## config.mk

```make
export PLATFORM = sky130hd
export DESIGN_NAME = decoder_quiz_sequencer
export DESIGN_NICKNAME = d
export VERILOG_FILES = /design/src/rtl/decoder_quiz_pkg.sv /design/src/rtl/quiz_settle_timer.sv /design/src/rtl/decoder_quiz_sequencer.sv
export SDC_FILE = /design/constraint.sdc
export NUM_CORES = 1
export LEC_CHECK = 0
export CAP_MARGIN = 0
export CORE_MARGIN = 1.5
export CORE_UTILIZATION = 45
export DETAILED_ROUTE_END_ITERATION = 10
export GPL_TIMING_DRIVEN = 1
export PLACE_DENSITY = 0.79
export SYNTH_ARGS = -nofsm -noshare
export SYNTH_HDL_FRONTEND = slang
export SYNTH_SLANG_ARGS = --single-unit
```

## constraint.sdc

```tcl
create_clock -name sys_clk -period 1.8 [get_ports sys_clk]
set_input_delay 0.27 -clock sys_clk [delete_from_list [all_inputs] [get_ports sys_clk]]
set_output_delay 0.27 -clock sys_clk [all_outputs]
set_load 0.01 [all_outputs]
```

## src/rtl/decoder_quiz_pkg.sv

```systemverilog
// Shared definitions for the decoder quiz sequencers: FSM state encoding,
// the default decoder width and a counter-sizing helper.
package decoder_quiz_pkg;

  localparam int unsigned DEF_IN_W = 2;

  typedef enum logic [1:0] {
    ST_IDLE   = 2'd0,
    ST_SETTLE = 2'd1,
    ST_CHECK  = 2'd2,
    ST_FINISH = 2'd3
  } state_e;

  // Number of bits needed to hold any value in 0..value (never less than 1).
  function automatic int unsigned clog2_w(input int unsigned value);
    int unsigned w;
    w = 1;
    for (int i = 1; i < 32; i++) begin
      if ((64'd1 << i) <= 64'(value)) w = i + 1;
    end
    return w;
  endfunction

endpackage

```

## src/rtl/quiz_settle_timer.sv

```systemverilog
// Loadable down-counter used to hold each quiz code stable before compare.
// zero flags an empty count; last flags that the current decrement empties it.
module quiz_settle_timer #(
  parameter int unsigned CNT_W = 2
) (
  input  logic             sys_clk,
  input  logic             sys_rst_n,
  input  logic             load,
  input  logic [CNT_W-1:0] load_val,
  input  logic             dec,
  output logic             zero,
  output logic             last
);

  logic [CNT_W-1:0] cnt_d, cnt_q;

  // Next count: a load wins over a decrement; the count never wraps below zero.
  always_comb begin
    cnt_d = cnt_q;
    if (load) begin
      cnt_d = load_val;
    end else if (dec && (cnt_q != '0)) begin
      cnt_d = cnt_q - CNT_W'(1);
    end
  end

  // Count register.
  always_ff @(posedge sys_clk or negedge sys_rst_n) begin
    if (!sys_rst_n) begin
      cnt_q <= '0;
    end else begin
      cnt_q <= cnt_d;
    end
  end

  assign zero = (cnt_q == '0);
  assign last = (cnt_q == CNT_W'(1));

endmodule

```

## src/rtl/decoder_quiz_sequencer.sv

```systemverilog
// Sweeps every input code into a golden and a student 2^IN_W-line decoder,
// compares their outputs per code, counts mismatches and reports pass/fail.
module decoder_quiz_sequencer
  import decoder_quiz_pkg::*;
#(
  parameter int unsigned IN_W       = DEF_IN_W,
  parameter int unsigned SETTLE_CYC = 2,
  parameter int unsigned LOOPS      = 1,
  parameter int unsigned ERR_W      = 8,
  localparam int unsigned OUT_W     = 1 << IN_W
) (
  input  logic             sys_clk,
  input  logic             sys_rst_n,
  input  logic             start,
  input  logic             abort,
  output logic [IN_W-1:0]  a,
  input  logic [OUT_W-1:0] b_true,
  input  logic [OUT_W-1:0] b_test,
  output logic             busy,
  output logic             check_res,
  output logic             done,
  output logic             pass,
  output logic [ERR_W-1:0] err_cnt,
  output logic             first_err_valid,
  output logic [IN_W-1:0]  first_err_code
);

  localparam int unsigned SET_W  = clog2_w(SETTLE_CYC);
  localparam int unsigned LOOP_W = clog2_w(LOOPS);
  localparam logic [LOOP_W-1:0] LOOP_LAST = LOOP_W'(LOOPS - 1);
  localparam logic [ERR_W-1:0]  ERR_MAX   = {ERR_W{1'b1}};
  // With no settle time a code is compared in the cycle right after it is driven.
  localparam state_e ENTRY_ST = (SETTLE_CYC == 0) ? ST_CHECK : ST_SETTLE;

  state_e             state_d, state_q;
  logic [IN_W-1:0]    a_d, a_q;
  logic               busy_d, busy_q;
  logic               check_res_d, check_res_q;
  logic               done_d, done_q;
  logic               pass_d, pass_q;
  logic [ERR_W-1:0]   err_cnt_d, err_cnt_q;
  logic               fev_d, fev_q;
  logic [IN_W-1:0]    fec_d, fec_q;
  logic [LOOP_W-1:0]  loop_d, loop_q;

  logic tmr_load, tmr_dec, tmr_zero, tmr_last;
  logic codes_match;

  assign codes_match = (b_true == b_test);

  quiz_settle_timer #(.CNT_W(SET_W)) u_settle_timer (
    .sys_clk   (sys_clk),
    .sys_rst_n (sys_rst_n),
    .load      (tmr_load),
    .load_val  (SET_W'(SETTLE_CYC)),
    .dec       (tmr_dec),
    .zero      (tmr_zero),
    .last      (tmr_last)
  );

  // Sequencer next-state and output logic; abort overrides everything.
  always_comb begin
    // NOTE: every signal gets a default here so no path leaves one unassigned (no latches).
    state_d     = state_q;
    a_d         = a_q;
    busy_d      = busy_q;
    check_res_d = check_res_q;
    done_d      = 1'b0;
    pass_d      = pass_q;
    err_cnt_d   = err_cnt_q;
    fev_d       = fev_q;
    fec_d       = fec_q;
    loop_d      = loop_q;
    tmr_load    = 1'b0;
    tmr_dec     = 1'b0;

    if (abort) begin
      state_d = ST_IDLE;
      busy_d  = 1'b0;
      a_d     = '0;
      loop_d  = '0;
    end else begin
      unique case (state_q)
        ST_IDLE: begin
          // The done cycle still belongs to the finishing run, so start is held off.
          if (start && !done_q) begin
            state_d   = ENTRY_ST;
            a_d       = '0;
            busy_d    = 1'b1;
            err_cnt_d = '0;
            fev_d     = 1'b0;
            pass_d    = 1'b0;
            loop_d    = '0;
            tmr_load  = 1'b1;
          end
        end
        ST_SETTLE: begin
          tmr_dec = 1'b1;
          if (tmr_last || tmr_zero) state_d = ST_CHECK;
        end
        ST_CHECK: begin
          check_res_d = codes_match;
          if (!codes_match) begin
            if (err_cnt_q != ERR_MAX) err_cnt_d = err_cnt_q + ERR_W'(1);
            if (!fev_q) begin
              fev_d = 1'b1;
              fec_d = a_q;
            end
          end
          if ((a_q == '1) && (loop_q == LOOP_LAST)) begin
            state_d = ST_FINISH;
          end else begin
            a_d      = a_q + IN_W'(1);
            if (a_q == '1) loop_d = loop_q + LOOP_W'(1);
            tmr_load = 1'b1;
            state_d  = ENTRY_ST;
          end
        end
        ST_FINISH: begin
          busy_d  = 1'b0;
          done_d  = 1'b1;
          pass_d  = (err_cnt_q == '0);
          state_d = ST_IDLE;
        end
        default: state_d = ST_IDLE;
      endcase
    end
  end

  // State and registered outputs.
  always_ff @(posedge sys_clk or negedge sys_rst_n) begin
    if (!sys_rst_n) begin
      state_q     <= ST_IDLE;
      a_q         <= '0;
      busy_q      <= 1'b0;
      check_res_q <= 1'b0;
      done_q      <= 1'b0;
      pass_q      <= 1'b0;
      err_cnt_q   <= '0;
      fev_q       <= 1'b0;
      fec_q       <= '0;
      loop_q      <= '0;
    end else begin
      // NOTE: non-blocking assignments so every flop samples pre-edge values.
      state_q     <= state_d;
      a_q         <= a_d;
      busy_q      <= busy_d;
      check_res_q <= check_res_d;
      done_q      <= done_d;
      pass_q      <= pass_d;
      err_cnt_q   <= err_cnt_d;
      fev_q       <= fev_d;
      fec_q       <= fec_d;
      loop_q      <= loop_d;
    end
  end

  assign a               = a_q;
  assign busy            = busy_q;
  assign check_res       = check_res_q;
  assign done            = done_q;
  assign pass            = pass_q;
  assign err_cnt         = err_cnt_q;
  assign first_err_valid = fev_q;
  assign first_err_code  = fec_q;

endmodule

```

Word-level counts from Yosys, hierarchy flattened
Index checks and enable logic that the tools add are counted.
{ "totals": {"reg_bits": 22, "in_bits": 12} }
{ "op_classes": {"bitwise": 4, "add_sub_neg": 4, "eq_ne": 14, "reduce_logical": 23, "muxes": 34} }
{ "op_table": {"columns": ["cell", "n"], "rows": [
  ["$mux W8", 3],
  ["$mux W2", 9],
  ["$pmux W8 S2", 1],
  ["$mux W1", 14],
  ["$ne A3 B3 Y1 const B", 4],
  ["$reduce_and A4 Y1", 3],
  ["$pmux W1 S2", 5],
  ["$add A8 B1 Y8 const B", 1],
  ["$logic_not A8 Y1", 1],
  ["$ne A8 B8 Y1 const B", 1],
  ["$pmux W2 S4", 1],
  ["$reduce_bool A2 Y1", 4],
  ["$eq A2 B2 Y1 const B", 3],
  ["$ne A2 B2 Y1 const B", 3],
  ["$reduce_and A2 Y1", 3],
  ["$reduce_and A3 Y1", 2],
  ["$reduce_bool A3 Y1", 2],
  ["$reduce_and A5 Y1", 1],
  ["$eq A2 B1 Y1 const B", 2],
  ["$eq A4 B4 Y1", 1],
  ["$logic_not A2 Y1", 2],
  ["$not A1 Y1", 4],
  ["$pmux W2 S2", 1],
  ["$logic_and A1 B1 Y1", 3],
  ["5 further kinds", 5]
]} }

Depth between registers and ports, before layout
{ "depth": {"depth_word": 6, "ltp_mapped": 7, "mapped_depth_nobuf": 7} }

By module
From an unflattened synthesis, not the netlist that was laid out.
{ "hier_totals": {"hier_cells": 134, "hier_area_um2": 1317.5} }
{ "modules_own_cells": {"columns": ["module", "n_inst", "area_per_inst_um2", "seq_area_each_um2", "cells_each"], "rows": [
  ["decoder_quiz_sequencer", 1, 1173.6, 500.5, 121],
  ["quiz_settle_timer", 1, 143.9, 50.0, 13]
]} }

Worst setup path before layout
OpenSTA, ideal clock, no wires.
{ "synth_path": {"path_type": "register to register", "startpoint": "reg err_cnt_q[0] (netlist: err_cnt[0])", "endpoint": "reg err_cnt_q[0] (netlist: err_cnt[0])", "arrival_ps": 1362, "stages_incl_launch_ff": 6, "n_path_buf": 0, "setup_time_ps": 118, "setup_slack_ps": 320, "period_less_slack_ps": 1480, "path_cell_list": "dfrtp_1 -> ha_1 -> and3_1 -> nand3_1 -> nor3b_1 -> a21o_1"} }
{ "synth_between": {"elab_chain_len": 4, "word_cells_on_any_way": 7, "cone_classes": "add/sub: 1; eq/ne: 2; mux: 3; reduce/logical: 1"} }
{ "synth_rtl": {"columns": ["element", "line_no", "rtl"], "rows": [
  ["start: declaration", "decoder_quiz_sequencer.sv:41", "logic [ERR_W-1:0] err_cnt_d, err_cnt_q;"],
  ["start signal: assignment", "decoder_quiz_sequencer.sv:151", "err_cnt_q <= err_cnt_d;"],
  ["$add A8 B1 Y8", "decoder_quiz_sequencer.sv:104", "if (err_cnt_q != ERR_MAX) err_cnt_d = err_cnt_q + ERR_W'(1);"],
  ["$mux W8", "decoder_quiz_sequencer.sv:104", null],
  ["$mux W8", "decoder_quiz_sequencer.sv:103", "if (!codes_match) begin"],
  ["$pmux W8 S2", "decoder_quiz_sequencer.sv:83", "unique case (state_q)"]
]} }
Several ways; a longest one is shown, not always the timed one. The select of a mux whose other input is x is not followed.
A chain may end at the register's enable or synchronous reset.

Worst setup path after layout
{ "layout_path": {"startpoint": "reg err_cnt_q[4] (netlist: err_cnt[4])", "endpoint": "out err_cnt[4]"} }
{ "layout_lines": {"columns": ["element", "line_no", "rtl"], "rows": [
  ["end: declaration", "decoder_quiz_sequencer.sv:23", "output logic [ERR_W-1:0] err_cnt,"]
]} }
No word-level cell between the ends.

==> results.sh <==
export IMPL_switching_share=0.3135
export IMPL_synth_cells=133
export IMPL_clkLatencyLatePin_ns=0.31
export IMPL_cts_buffer_depth=2
export IMPL_vdd_drop_max_v=0.0005180
export IMPL_cts_tree="built"
export IMPL_grt_use_total=0.1861
export IMPL_area_delta_synth_final_pct=29.30
export IMPL_path_max_fanout=9
export IMPL_crit_path_end="err_cnt[4]"
export IMPL_max_freq_ghz=0.5942
export IMPL_synth_edf_count=0
export IMPL_max_cap_viol_count=0
export IMPL_n_antenna_cell=0
export IMPL_outcome="finished clean"
export IMPL_rr_endpoint="err_cnt[3]"
export IMPL_syn_area_per_cell_sq_um=9.633
export IMPL_start_util=0.4686
export IMPL_syn_nets=150
export IMPL_cp_start_kind="register"
export IMPL_antenna_found_initial=0
export IMPL_worstSetupPathType="reg -> out"
export IMPL_combPwrFrac=0.290
export IMPL_wl_per_cell_um=13.89
export IMPL_numCtsBuffers=3
export IMPL_p_leak_nw=0.7217
export IMPL_cp_required_ns=1.53
export IMPL_die_h_um=56.36
export IMPL_reg2reg_slack_ns=0.17
export IMPL_synthTopCellsByArea="dfrtp_1, a21oi_1, ha_1"
export IMPL_clkPwrFrac=0.222
export IMPL_startpoint="err_cnt[4]"
export IMPL_path_buf_inv=1
export IMPL_setup_tns_ns=0
export IMPL_r2r_start="err_cnt[0]"
export IMPL_p_per_area_nw_per_um2=748.7
export IMPL_grt_setup_unrepaired="false"
export IMPL_cts_root_buf="clkbuf_4"
export IMPL_intPower_mw=0.8515
export IMPL_tightest_slew_ns=0.4085
export IMPL_finalHoldViolCount=0
export IMPL_die_x_um=56.36
export IMPL_syn_area_sq_um=1281
export IMPL_arrival_ns=1.41
export IMPL_route_vias_total=1128
export IMPL_crit_family="buffers and inverters"
export IMPL_setup_ws_ns=0.1172
export IMPL_seqPwrFrac=0.488
export IMPL_clkSinkCount=22
export IMPL_power_switching_mw=0.3888
export IMPL_drv_slew=0
export IMPL_grt_pass1_vias=1050
export IMPL_drc_errors=0
export IMPL_gp_congestion=0.8064
export IMPL_slowest_stage="clkdlybuf4s50_1"
export IMPL_yosys_area_top_type="dfrtp_1"
export IMPL_coreArea_sq_um=2734
export IMPL_yosysWarnings=0
export IMPL_ant_nets=0
export IMPL_final_core_util=0.6060
export IMPL_io_pins=29
export IMPL_synthArstFlopShare=1.000
export IMPL_setup_viol=0
export IMPL_seq_area_frac_synth=0.4297
export IMPL_rows=19
export IMPL_finClkSkew_ns=0.002893
export IMPL_max_stage_delay_ns=0.59
export IMPL_fin_crit_sh=0.9349
export IMPL_clkTransAtPathRegs_ns=0.12
export IMPL_pre_cts_slack_ns=-0.004255
export IMPL_yosysTopAreaCellShare=0.4297
export IMPL_cp_end_kind="primary output"
export IMPL_port_buffers=28
export IMPL_crit_chain="clkdlybuf4s50_1"
export IMPL_ys_flop_type="dfrtp_1"
export IMPL_hpwl_um=2116
export IMPL_wl_um=2750
export IMPL_relSlewSlack=0.7266
export IMPL_grt_pass1_wl_um=4692
export IMPL_hold_path_class="in -> async"
export IMPL_ctsHoldBuffers=0
export IMPL_drt_iter0_markers=48
export IMPL_placed_cells=194
export IMPL_synth_cell_type_count=40
export IMPL_drive_gt1_frac=0.1377
export IMPL_overflow=0
export IMPL_r2r_cells=6
export IMPL_dieArea_sq_um=3176
export IMPL_htreeDepth=1
export IMPL_grt_max_degree=23
export IMPL_layout_min_cycle_time_ns=1.683
export IMPL_dr_pass1_iters=5
export IMPL_synth_seq_cells=22
export IMPL_final_nets=185
export IMPL_fin_cells=198
export IMPL_path_depth=1
export IMPL_viasPerCell=5.697
-- routing by layer --
layer | vias to the layer above | global-route usage | wire (um)
met5 | - | 0 | 0
met4 | 0 | 0.06122 | 40
met3 | 5 | 0.02074 | 141
met2 | 46 | 0.3025 | 1306
met1 | 534 | 0.2596 | 1261
li1 | 543 | - | -
-- placed cells by master (no fill, tap or decap), types with 3 or more instances in the layout --
cell / instances
clkdlybuf4s50_1: 28
dfrtp_1: 22
nor2_1: 15
a21oi_1: 14
nand2_1: 8
nand3_1: 6
buf_4: 6
inv_1: 5
ha_1: 5
nor3_1: 4
o21ai_0: 4
xnor2_1: 4
or3_1: 3
nand4_1: 3
clkbuf_4: 3
-- stage by stage --
| step | hold WS, ns | power [mW] | area, sq um |
|---|---|---|---|
| floorplan | -0.02559 | 0.8305 | 1281 |
| global placement | 0.4766 | 0.9547 | 1614 |
| detailed placement | 0.4814 | 0.9714 | 1614 |
| CTS | 0.2907 | 1.249 | 1650 |
| global route | 0.2976 | 1.321 | 1657 |
| finish | 0.2870 | 1.240 | 1657 |
-- logic make-up (layout without fill, tap and decap cells) --
kind of cell	count (synthesis)	count (layout)	synth area share
buffers and inverters	11	45	0.04492
DFF	22	22	0.4297
and+or+nand+nor	51	51	0.2119
adders and majority gates	5	5	0.04883
AOI/OAI and AO/OA	36	36	0.2041
muxes	4	4	0.03320
xor gates and xnor gates	4	4	0.02734
-- cells in the mapped netlist (2+ instances only) --
master	count
o21ai_2	2
mux2_1	2
mux2i_1	2
ha_1	5
nand3_1	6
nand4_1	3
nor2_1	15
a31oi_1	2
nand2_1	8
a21oi_1	14
o21ai_0	4
nor4b_1	2
xnor2_1	4
a41oi_1	2
or3_1	3
dfrtp_1	22
inv_2	2
inv_1	5
nor3_1	4
o31ai_1	2
and3_1	2
a21o_1	2
buf_6	2
nor2b_1	2
-- power groups by stage --
| stage | clock network (mW) | registers (mW) | logic [mW] |
|---|---|---|---|
| 4_1_cts | 0.284 | 0.605 | 0.361 |
| 5_1_grt | 0.310 | 0.613 | 0.398 |
| 3_3_place_gp | 0 | 0.610 | 0.345 |
| 2_1_floorplan | 0 | 0.607 | 0.224 |
| 6_report | 0.275 | 0.605 | 0.360 |
| 3_5_place_dp | 0 | 0.614 | 0.358 |
-- flip-flops by register name, summed over array words and instances (netlist names) --
signal	flops
check_res	1
busy	1
pass	1
a	2
u_settle_timer.cnt_q	2
state_q	2
first_err_code	2
done	1
err_cnt	8
loop_q	1
first_err_valid	1
-- timing repair --
action	4_1_cts	5_1_grt
endpoints found under the setup margin	0	1
buffers inserted	0	0
hold endpoints to repair	0	0
gates resized for setup	0	1
-- cell type report --
cell class                 count  area [sq um]
clock buffer                   4         36.28
inverter                       7         26.28
multi-input combinational    100         679.4
sequential                    22         550.5
tap                           31         38.79
fill                         237          1077
timing repair buffer          34         325.3
-- how the worst min path moves through the flow --
| stage | start | to | cells after the start | slack (ns) |
|---|---|---|---|---|
| after global routing | sys_rst_n | err_cnt[6] | 2 | 0.30 |
| after detailed placement | first_err_code[1] | first_err_code[1] | 1 | 0.48 |
| after floorplan | sys_rst_n | a[0] | 0 | -0.03 |
| after CTS | sys_rst_n | err_cnt[6] | 2 | 0.29 |
| final | sys_rst_n | err_cnt[7] | 2 | 0.29 |
| after global placement | first_err_code[0] | first_err_code[0] | 1 | 0.48 |
No activity file was read; power rests on OpenSTA's default activity.
